File: src/rtl/imem_loader_if.sv
// Byte-stream receive handshake plus instruction-BRAM write port used by imem_loader.
// The loader connects through the slave modport and the driver/monitor side through master.
interface imem_loader_if #(
  parameter int ADDR_W = 10
);
  logic [7:0]        rx_data_i;
  logic              rx_valid_i;
  logic              rx_ready_o;
  logic              mem_en_o;
  logic [3:0]        mem_we_o;
  logic [ADDR_W-1:0] mem_addr_o;
  logic [31:0]       mem_din_o;

  modport slave (
    input  rx_data_i, rx_valid_i,
    output rx_ready_o, mem_en_o, mem_we_o, mem_addr_o, mem_din_o
  );

  modport master (
    output rx_data_i, rx_valid_i,
    input  rx_ready_o, mem_en_o, mem_we_o, mem_addr_o, mem_din_o
  );
endinterface

File: src/rtl/imem_loader.sv
// Boot loader: receives a length-prefixed, XOR-checksummed byte image and writes it into
// instruction BRAM one 32-bit word at a time, holding the CPU in reset until the image checks out.
module imem_loader #(
  parameter int ADDR_W    = 10,
  parameter int MAX_WORDS = 2 ** ADDR_W
) (
  input  logic              clk,
  input  logic              reset,
  imem_loader_if.slave      bus,
  output logic              cpu_reset_o,
  output logic              done_o,
  output logic              error_o
);

  typedef enum logic [2:0] {
    S_HDR  = 3'd0,
    S_DATA = 3'd1,
    S_CHK  = 3'd2,
    S_DONE = 3'd3,
    S_ERR  = 3'd4
  } state_e;

  localparam logic [32:0] MAX_W = 33'(MAX_WORDS);

  state_e            state_q, state_d;
  logic [1:0]        byte_cnt_q, byte_cnt_d;
  logic [31:0]       asm_q, asm_d;
  logic [7:0]        csum_q, csum_d;
  logic [ADDR_W-1:0] idx_q, idx_d;
  logic [ADDR_W-1:0] last_q, last_d;
  logic              mem_en_q, mem_en_d;
  logic [ADDR_W-1:0] mem_addr_q, mem_addr_d;
  logic [31:0]       mem_din_q, mem_din_d;

  logic              loading;
  logic              accept;
  logic [31:0]       word;

  assign loading = (state_q == S_HDR) || (state_q == S_DATA) || (state_q == S_CHK);
  assign accept  = bus.rx_valid_i && loading;
  // Bytes shift in from the top, so after four accepts the first byte sits in [7:0].
  assign word    = {bus.rx_data_i, asm_q[31:8]};

  always_comb begin
    // NOTE: every signal gets a default before the case so no path leaves one unassigned (no latches).
    state_d    = state_q;
    byte_cnt_d = byte_cnt_q;
    asm_d      = asm_q;
    csum_d     = csum_q;
    idx_d      = idx_q;
    last_d     = last_q;
    mem_en_d   = 1'b0;
    mem_addr_d = mem_addr_q;
    mem_din_d  = mem_din_q;

    unique case (state_q)
      S_HDR: begin
        if (accept) begin
          asm_d      = word;
          byte_cnt_d = byte_cnt_q + 2'd1;
          if (byte_cnt_q == 2'd3) begin
            idx_d  = '0;
            last_d = ADDR_W'(word - 32'd1);
            if ({1'b0, word} > MAX_W) state_d = S_ERR;
            else if (word == 32'd0)   state_d = S_CHK;
            else                      state_d = S_DATA;
          end
        end
      end
      S_DATA: begin
        if (accept) begin
          asm_d      = word;
          csum_d     = csum_q ^ bus.rx_data_i;
          byte_cnt_d = byte_cnt_q + 2'd1;
          if (byte_cnt_q == 2'd3) begin
            mem_en_d   = 1'b1;
            mem_addr_d = idx_q;
            mem_din_d  = word;
            idx_d      = idx_q + 1'b1;
            if (idx_q == last_q) state_d = S_CHK;
          end
        end
      end
      S_CHK: begin
        if (accept) state_d = (bus.rx_data_i == csum_q) ? S_DONE : S_ERR;
      end
      S_DONE, S_ERR: ;
      default: state_d = S_ERR;
    endcase
  end

  always_ff @(posedge clk) begin
    // NOTE: sequential state uses non-blocking assignments so all registers update together.
    if (reset) begin
      state_q    <= S_HDR;
      byte_cnt_q <= '0;
      asm_q      <= '0;
      csum_q     <= '0;
      idx_q      <= '0;
      last_q     <= '0;
      mem_en_q   <= 1'b0;
      mem_addr_q <= '0;
      mem_din_q  <= '0;
    end else begin
      state_q    <= state_d;
      byte_cnt_q <= byte_cnt_d;
      asm_q      <= asm_d;
      csum_q     <= csum_d;
      idx_q      <= idx_d;
      last_q     <= last_d;
      mem_en_q   <= mem_en_d;
      mem_addr_q <= mem_addr_d;
      mem_din_q  <= mem_din_d;
    end
  end

  assign bus.rx_ready_o = loading && !reset;
  assign bus.mem_en_o   = mem_en_q;
  assign bus.mem_we_o   = {4{mem_en_q}};
  assign bus.mem_addr_o = mem_addr_q;
  assign bus.mem_din_o  = mem_din_q;
  assign cpu_reset_o    = (state_q != S_DONE);
  assign done_o         = (state_q == S_DONE);
  assign error_o        = (state_q == S_ERR);

endmodule

File: src/flat_wrapper.sv
// flat-port wrapper written by rule: the top's interface ports become plain ports
module imem_loader_flat 
#(
  parameter int ADDR_W    = 10,
  parameter int MAX_WORDS = 2 ** ADDR_W
)
  (clk, reset, cpu_reset_o, done_o, error_o, bus_rx_data_i, bus_rx_valid_i, bus_rx_ready_o, bus_mem_en_o, bus_mem_we_o, bus_mem_addr_o, bus_mem_din_o);
  imem_loader_if #(.ADDR_W(ADDR_W)) bus_i ();
  input  logic clk;
  input  logic reset;
  output logic cpu_reset_o;
  output logic done_o;
  output logic error_o;
  input wire logic [$bits(bus_i.rx_data_i)-1:0] bus_rx_data_i;
  input wire logic [$bits(bus_i.rx_valid_i)-1:0] bus_rx_valid_i;
  output wire logic [$bits(bus_i.rx_ready_o)-1:0] bus_rx_ready_o;
  output wire logic [$bits(bus_i.mem_en_o)-1:0] bus_mem_en_o;
  output wire logic [$bits(bus_i.mem_we_o)-1:0] bus_mem_we_o;
  output wire logic [$bits(bus_i.mem_addr_o)-1:0] bus_mem_addr_o;
  output wire logic [$bits(bus_i.mem_din_o)-1:0] bus_mem_din_o;
  assign bus_i.rx_data_i = bus_rx_data_i;
  assign bus_i.rx_valid_i = bus_rx_valid_i;
  assign bus_rx_ready_o = bus_i.rx_ready_o;
  assign bus_mem_en_o = bus_i.mem_en_o;
  assign bus_mem_we_o = bus_i.mem_we_o;
  assign bus_mem_addr_o = bus_i.mem_addr_o;
  assign bus_mem_din_o = bus_i.mem_din_o;
  imem_loader #(.ADDR_W(ADDR_W), .MAX_WORDS(MAX_WORDS)) u_core (.clk(clk), .reset(reset), .bus(bus_i), .cpu_reset_o(cpu_reset_o), .done_o(done_o), .error_o(error_o));
endmodule
File: config.mk
export PLATFORM = sky130hd
export DESIGN_NAME = imem_loader_flat
export DESIGN_NICKNAME = d
export VERILOG_FILES = /design/src/rtl/imem_loader_if.sv /design/src/rtl/imem_loader.sv /design/src/flat_wrapper.sv
export SDC_FILE = /design/constraint.sdc
export NUM_CORES = 1
export LEC_CHECK = 0
export BUFFER_PORTS_ARGS = -buffer_cell sky130_fd_sc_hd__buf_2
export CAP_MARGIN = 0
export CELL_PAD_IN_SITES_DETAIL_PLACEMENT = 0
export CELL_PAD_IN_SITES_GLOBAL_PLACEMENT = 2
export CORE_ASPECT_RATIO = 2
export CORE_MARGIN = 10
export CORE_UTILIZATION = 25
export DETAILED_ROUTE_END_ITERATION = 6
export GPL_ROUTABILITY_DRIVEN = 0
export PLACE_DENSITY_LB_ADDON = 0.1
export SLEW_MARGIN = 0
export SYNTH_ARGS = -nofsm -noshare
export SYNTH_HDL_FRONTEND = slang
export SYNTH_SLANG_ARGS = --single-unit
File: constraint.sdc
create_clock -name clk -period 1.95 [get_ports clk]
set_input_delay 0.2925 -clock clk [delete_from_list [all_inputs] [get_ports clk]]
set_output_delay 0.2925 -clock clk [all_outputs]
set_load 0.01 [all_outputs]
# After elaboration in Yosys (flattened, before gate mapping)
# Index checks and enable logic that the tools add are counted.
dict set report op_classes {
  muxes 16
  bitwise_logic 4
  div 0
  eq_ne 14
  n_reduce_logical 17
  mul 0
  add_sub_neg 3
  magnitude_cmp 1
  shifts 0
}
# op count
set ops {}
lappend ops {{10-bit 2-to-1 mux} 4}
lappend ops {{32-bit by 11-bit > comparator with 1-bit output (second input constant)} 1}
lappend ops {{32-bit zero test} 1}
lappend ops {{3-bit 2-to-1 mux} 8}
lappend ops {{10-bit one-hot mux with 2 select lines} 1}
lappend ops {{3-bit one-hot mux with 4 select lines} 1}
lappend ops {{10-bit by 1-bit adder with 10-bit output (second input constant)} 1}
lappend ops {{10-bit equality test} 1}
lappend ops {{10-bit by 1-bit subtractor with 10-bit output (second input constant)} 1}
lappend ops {{8-bit equality test} 1}
lappend ops {{8-bit XOR} 1}
lappend ops {{7-bit AND reduction} 1}
lappend ops {{3-bit by 2-bit equality test with 1-bit output (second input constant)} 2}
lappend ops {{2-bit by 1-bit inequality test with 1-bit output (second input constant)} 3}
lappend ops {{2-bit inequality test (second input constant)} 3}
lappend ops {{3-bit AND reduction} 2}
lappend ops {{5-bit AND reduction} 1}
lappend ops {{2-bit AND reduction} 2}
lappend ops {{2-bit OR reduction} 2}
lappend ops {{3-bit by 1-bit equality test with 1-bit output (second input constant)} 1}
lappend ops {{3-bit equality test (second input constant)} 1}
lappend ops {{3-bit zero test} 1}
lappend ops {{3-bit by 2-bit inequality test with 1-bit output (second input constant)} 1}
lappend ops {{1-bit inverter} 3}
lappend ops {{other kinds (9)} 11}
dict set report word_totals {
  romBits 0
  latch_bits 0
  regBits 108
  ram_bits 0
  out_inout_bits 51
  mem_count 0
}

# Logic depth before layout (Yosys ltp)
# Gate-level depths: netlist of the first run.
dict set report depth {
  depth_word 6
  ltp_mapped 8
  depth_no_buf 6
}

# Worst setup path before layout of the first run
# Ideal clock, no wire load.
dict set report synth_timing {
  path_kind {register to register}
  from {register u_core.asm_q[10]}
  to {register u_core.state_q[2]}
  period_less_slack_ps 1586
  path_stages_with_launch 6
  path_slack_ps 364
  t_required_ps 1833
  setup_ps 117
  arrival_time_ps 1469
  path_cell_list {dfxtp_1 nor4_4 nand4b_2 a211oi_2 o211ai_1 a32o_1}
}
dict set report synth_via {
  elab_chain_len 5
}
# element line_no
set synth_lines {}
lappend synth_lines {{start: declaration} imem_loader.sv:27} ;# logic [31:0] asm_q, asm_d;
lappend synth_lines {{start signal: assignment} imem_loader.sv:107} ;# asm_q <= asm_d;
lappend synth_lines {{32-bit by 11-bit > comparator with 1-bit output} imem_loader.sv:64} ;# if ({1'b0, word} > MAX_W) state_d = S_ERR;
lappend synth_lines {{3-bit 2-to-1 mux} imem_loader.sv:64}
lappend synth_lines {{3-bit 2-to-1 mux} imem_loader.sv:61} ;# if (byte_cnt_q == 2'd3) begin
lappend synth_lines {{3-bit 2-to-1 mux} imem_loader.sv:58} ;# if (accept) begin
lappend synth_lines {{3-bit one-hot mux with 4 select lines} imem_loader.sv:56} ;# unique case (state_q)
lappend synth_lines {{end signal: assignment} imem_loader.sv:105} ;# state_q <= state_d;
lappend synth_lines {{end: declaration} imem_loader.sv:25} ;# state_e state_q, state_d;
# No other way between the ends. The select of a mux whose other input is x is not followed.
# A chain may end at the register's enable or synchronous reset.

# Final worst setup path of the first run
dict set report layout_timing {
  from {register u_core.asm_q[22]}
  to {register u_core.state_q[2]}
}
# Same word-level chain as after synthesis.

==> flow_summary.yaml, run 1 <==
outcome:
  status: "finished clean"
power:
  power.density_mw_per_mm2: 814
  power_mw: 4.19
  leakagePower_nw: 2.02
  vdd_ir_drop_max_mv: 0.370
drt:
  vias_per_cell: 4.52
  drt_iter0_markers: 135
  avgRoutedWirePerCell_um: 16.9
  drtPass1Iterations: 5
  remaining_drc_errors: 0
  drt_wl_total_um: 13600
  vias: 3625
  antenna_left: 0
cts:
  cts_buffer_depth: 2
  hold_buffers: 0
  cts_sinks: 100
  root_buffer: "clkbuf_16"
  cts.clk_slew.worst_paths_ps: 70
  cts_buffers: 9
  clkLatencyLatePin_ps: 350
  cts-htree-levels: 3
  cts_tree: "built"
floorplanning:
  die_x_um: 111
  die_area_mm2: 0.0226
  num_rows: 66
  die_h_um: 203
  core_area_mm2: 0.0164
  start_util_pct: 25.5
  io_pins: 62
layout:
  postLayoutCellArea_mm2: 0.00515
  antennaDiodeCount: 0
  finalCoreUtilization_pct: 31.5
  layout_commonest_cell: "nand2_1"
  syn_to_final_growth_pct: 23.4
  fin_nets: 608
  fill_cells: 1815
  post_route_cells_drive_above_1_share_pct: 19.7
  final_cell_mix: "nand2_1 (159), dfxtp_1 (99), a21oi_1 (71), buf_2 (61), nor2_1 (40)"
setup_path:
  timing.setup.critical_path_class: "reg2reg"
  cp-start-kind: "flip-flop"
  cp.required_ps: 2200
  worstSetupEndpointType: "flip-flop"
  crit_fanout: 4
  arrival_ps: 2040
place:
  dp_hpwl_um: 10300
  placed_area_mm2: 0.00484
  numPortBuffers: 61
synthesis:
  async_reset_ff_share_pct: 0
  yosysTopAreaCell: "dfxtp_1"
  yosysWarnings: 0
  synth-seq-cells: 100
  synth_top_area_share_pct: 48.0
  synth_area_per_cell_um2: 8.01
  syn_area_mm2: 0.00417
  ys_seq_area_share_pct: 48.0
  synth-edff-count: 0
  synthFlopType: "dfxtp_1"
  syn_nets: 536
  syn_inst: 521
  ys_top_cells_by_area: "dfxtp_1 (48%), nand2_1 (14%), a21oi_1 (8.5%), xnor2_1 (4.6%), xor2_1 (3.8%)"
  synth_cell_type_count: 42
global_route:
  grt_max_degree: 47
  grt_first_pass_wirelength_um: 21400
  grt_overflow_total: 0
  grt_pass1_vias: 3819
  grtUsageTotal_pct: 12.0
  antenna_found_initial: 0
timing:
  slew_headroom_pct: 66.3
  timing.final.crit_share_pct: 91.8
  hold_violations: 0
  report.final.slew_viol_count: 0
  setup_viol: 0
  fin_skew_ps: 10.0
  tns_ps: 0
  worstMarginPinSlew_ps: 505
  min_period_ps: 1790
  rsz0062_at_grt: "false"
  max_clock_freq_ghz: 0.559
  whs_ps: 235
job:
  maxCapViolCount: 0
hold_path:
  hp-class: "in2reg"
[layout make-up]
class	count	area, um2	area share (%)
Multi-Input combinational cell	380	1990	38.6
Clock inverter	5	61.3	1.19
Timing Repair Buffer	95	573	11.1
Sequential cell	100	2000	38.9
Clock buffer	11	243	4.72
Inverter	7	26.3	0.510
Tap cell	204	255	4.96
[state kept, by name, summed over array words and instances (netlist names)]
name,flops
u_core.bus.mem_addr_o,10
u_core.last_q,10
u_core.bus.mem_en_o,1
u_core.csum_q,8
u_core.asm_q,24
u_core.idx_q,10
u_core.state_q,3
u_core.byte_cnt_q,2
u_core.bus.mem_din_o,32
[cell usage after synthesis, types with 2 or more instances]
master	count
dfxtp_1	100
o21ai_0	4
nor2_1	40
clkbuf_1	19
o211ai_1	2
a21oi_1	71
nand3_1	7
nor3_1	3
nand2_1	159
o31ai_1	3
a311oi_1	2
nand4_1	8
xnor2_1	22
a211oi_1	10
ha_1	4
xor2_1	18
or3_1	2
inv_1	7
and2_1	2
buf_4	5
buf_2	9
nor4_1	4
[cell families (layout without fill, tap and decap cells)]
| group | after synthesis | count (layout) | share of synthesized area, % |
|---|---|---|---|
| buf+inv | 41 | 118 | 4.41 |
| xor+xnor | 40 | 40 | 8.40 |
| fa+ha+maj | 4 | 4 | 1.20 |
| compound gates | 100 | 100 | 13.7 |
| simple gates | 236 | 236 | 24.3 |
| flops | 100 | 100 | 48.0 |
[where the power goes]
group          total [mW]  switching [mW]  internal [mW]
combinational       0.242           0.157         0.0850
sequential           2.10          0.0278           2.07
clock                1.85           0.817           1.04
total                4.19            1.00           3.19
[what timing repair did]
item                       4_1_cts  5_1_grt
gates resized for setup          0        1
hold endpoints to repair         0        0
setup endpoints to repair        0        1
buffers inserted                 0        0
[routing by layer]
layer	routed length, um	global-route usage, %	up-vias
met5	0	0	-
met4	275	4.84	0
met3	367	2.16	12
met2	7930	24.3	48
met1	5010	11.4	1706
li1	-	-	1859
[path summary, 6_finish.rpt]
kind / slack [ps] / cells after the start / to / start
worst min register to register: 450 / 2 / u_core.bus.mem_din_o[30] / u_core.bus.mem_din_o[30]
worst max-delay path: 160 / 6 / u_core.state_q[2] / u_core.asm_q[22]
worst max register to register: 160 / 6 / u_core.state_q[2] / u_core.asm_q[22]
worst min-delay path: 240 / 3 / u_core.bus.mem_din_o[31] / bus_rx_data_i[7]
[metrics by stage]
stage	cells	setup slack (ps)
floorplan	521	364
global placement	786	137
detailed placement	786	133
CTS	802	61.4
global route	802	22.8
finish	802	160
[worst max-delay path, cell delays in order (launching register included)]
cell and delay (ps):
dfxtp_1 350, nor4_1 410, buf_4 180, nand4_1 150, a211oi_2 240, o211ai_1 100, a32o_1 270
Power figures use the tool's default switching activity.
==> inputs of run 2 (changes only) <==
--- a/config.mk
+++ b/config.mk
@@ -5,14 +5,14 @@
 export SDC_FILE = /design/constraint.sdc
 export NUM_CORES = 1
 export LEC_CHECK = 0
-export BUFFER_PORTS_ARGS = -buffer_cell sky130_fd_sc_hd__buf_2
 export CAP_MARGIN = 0
 export CELL_PAD_IN_SITES_DETAIL_PLACEMENT = 0
 export CELL_PAD_IN_SITES_GLOBAL_PLACEMENT = 2
 export CORE_ASPECT_RATIO = 2
 export CORE_MARGIN = 10
-export CORE_UTILIZATION = 25
+export CORE_UTILIZATION = 37
 export DETAILED_ROUTE_END_ITERATION = 6
+export DONT_BUFFER_PORTS = 1
 export GPL_ROUTABILITY_DRIVEN = 0
 export PLACE_DENSITY_LB_ADDON = 0.1
 export SLEW_MARGIN = 0
==> run 2 against run 1 <==
Effect of this change:
- clock power hardly changed
- register-to-register slack improved by 50 ps
- critical path depth shrank 2
- utilization up 11 points
- die area fell by 28%
- via count is 6.4% lower
- cell count fell by 17%
==> flow_summary.yaml, run 2 (synthesized netlist as in run 1, its figures left out) <==
cts:
  cts.clk_slew.worst_paths_ps: 70
  cts_setup_buffers: 0
  hold_buffers: 0
  clkLatencyLatePin_ps: 340
  cts_buffers: 9
  cts_sinks: 100
  cts_tree: "built"
  root_buffer: "clkbuf_16"
  cts-htree-levels: 3
  cts_buffer_depth: 2
timing:
  rsz0062_at_grt: "false"
  slew_headroom_pct: 67.6
  post-route-worst-setup-slack_ps: 147
  setup_viol: 0
  fin_skew_ps: 6.03
  max_clock_freq_ghz: 0.555
  tns_ps: 0
  min_period_ps: 1800
  worstMarginPinSlew_ps: 485
  hold_violations: 0
  report.final.slew_viol_count: 0
  timing.final.crit_share_pct: 92.4
setup_path:
  cp-start-kind: "flip-flop"
  crit_family: "simple AND/OR/NAND/NOR gates"
  cp_cell_sequence: "buf_4, nand2_1, or2_2, inv_1"
  timing.rr.end: "u_core.idx_q[9]"
  slowest_delay_ps: 440
  worstSetupEndpointType: "output pin"
  cp.required_ps: 1660
  worst-path-buf-inv: 2
  cpMaxStageDelayCell: "dfxtp_2"
  arrival_ps: 1510
  timing.setup.critical_path_class: "reg2out"
  r2r_cells: 6
  crit_fanout: 9
  rrSetupSlack_ps: 210
  crit-reg2reg-launch: "u_core.byte_cnt_q[0]"
drt:
  drt_wl_total_um: 11800
  drt_iter0_markers: 191
  drtPass1Iterations: 4
  antenna_left: 0
  vias_per_cell: 5.09
  avgRoutedWirePerCell_um: 17.6
  remaining_drc_errors: 0
  vias: 3392
layout:
  layout_commonest_cell: "nand2_1"
  largest_register_ffs: 32
  fin_nets: 537
  post_route_cells_drive_above_1_share_pct: 9.11
  fill_cells: 1200
  multiInputGateArea_mm2: 0.00199
  syn_to_final_growth_pct: 12.6
  final_cell_mix: "nand2_1 (159), dfxtp_1 (99), a21oi_1 (71), nor2_1 (40)"
  seq_area_mm2: 0.00200
  antennaDiodeCount: 0
hold_path:
  hp-start: "reset"
  hp-class: "in2reg"
  hold_depth: 1
  hold_path_end: "u_core.bus.mem_en_o"
job:
  maxCapViolCount: 0
floorplanning:
  start_util_pct: 38.1
  core_area_mm2: 0.0109
  die_x_um: 95.1
  num_rows: 54
  io_pins: 62
  die_area_mm2: 0.0162
  die_h_um: 170
global_route:
  grt_first_pass_wirelength_um: 18700
  grt_overflow_total: 0
  grtUsageTotal_pct: 15.0
  antenna_found_initial: 0
  grt_max_degree: 93
  grt_pass1_vias: 3316
place:
  dp_hpwl_um: 8460
  numPortBuffers: 0
  place_ws_ps: 215
power:
  leakagePower_nw: 1.64
  vdd_ir_drop_max_mv: 0.553
  power.density_mw_per_mm2: 873
outcome:
  status: "finished clean"
-- run 2: cell count changes in the layout (fill, tap and decap cells not counted), moves of 2 or more --
cell	previous run	this run
buf_2	61	0
buf_4	33	22
clkinv_4	3	0
clkinvlp_4	0	3
inv_6	0	2
-- run 2: worst max-delay path by stage --
stage / start / slack (ps) / cells past startpoint / to
floorplan: u_core.asm_q[10] / 360 / 5 / u_core.state_q[2]
global placement: u_core.byte_cnt_q[0] / 200 / 6 / u_core.idx_q[9]
detailed placement: u_core.byte_cnt_q[0] / 220 / 6 / u_core.idx_q[9]
CTS: u_core.state_q[0] / 120 / 3 / done_o
global route: u_core.byte_cnt_q[0] / 20 / 6 / u_core.idx_q[9]
finish: u_core.state_q[1] / 150 / 4 / done_o
-- run 2: cell type report --
| cell class | count | area share, % |
|---|---|---|
| clock inverters | 6 | 1.49 |
| inverters | 7 | 0.560 |
| flip-flops and latches | 100 | 42.7 |
| well taps | 140 | 3.73 |
| clock buffers | 10 | 5.09 |
| repair buffers | 24 | 4.18 |
| multi-input cells | 380 | 42.3 |
-- run 2: worst reg2reg max path, delay by kind of cell (launching register included) --
family	cells	cell delay, ps
DFF	1	350
and+or+nand+nor	4	860
adders and majority gates	1	280
xor gates and xnor gates	1	150
-- run 2: power breakdown --
| part | internal, mW | total [mW] | switching, mW |
|---|---|---|---|
| combinational | 0.0702 | 0.163 | 0.0928 |
| clock | 1.04 | 1.84 | 0.801 |
| sequential | 2.07 | 2.10 | 0.0286 |
| total | 3.18 | 4.10 | 0.922 |
-- run 2: per-layer routing --
metal	global-route usage [%]	up-vias	routed length, um
met5	0	-	0
met4	6.28	0	291
met3	3.97	16	636
met2	28.0	62	6660
met1	15.0	1594	4170
li1	-	1720	-
-- run 2: repair_timing --
action                                  CTS  global route
gates resized for setup                   1             1
endpoints found under the setup margin    1             1
gates cloned                              0             0
-- run 2: stage by stage --
step	util (%)	cells	area, um2	hold WS [ps]	total power, mW
after floorplan	-	521	4170	428	2.28
after global placement	40.0	651	4380	376	2.31
after detailed placement	40.0	651	4380	375	2.31
after CTS	42.9	667	4690	1.87	4.17
after global routing	42.9	667	4700	1.04	4.28
final	42.9	667	4700	23.9	4.10
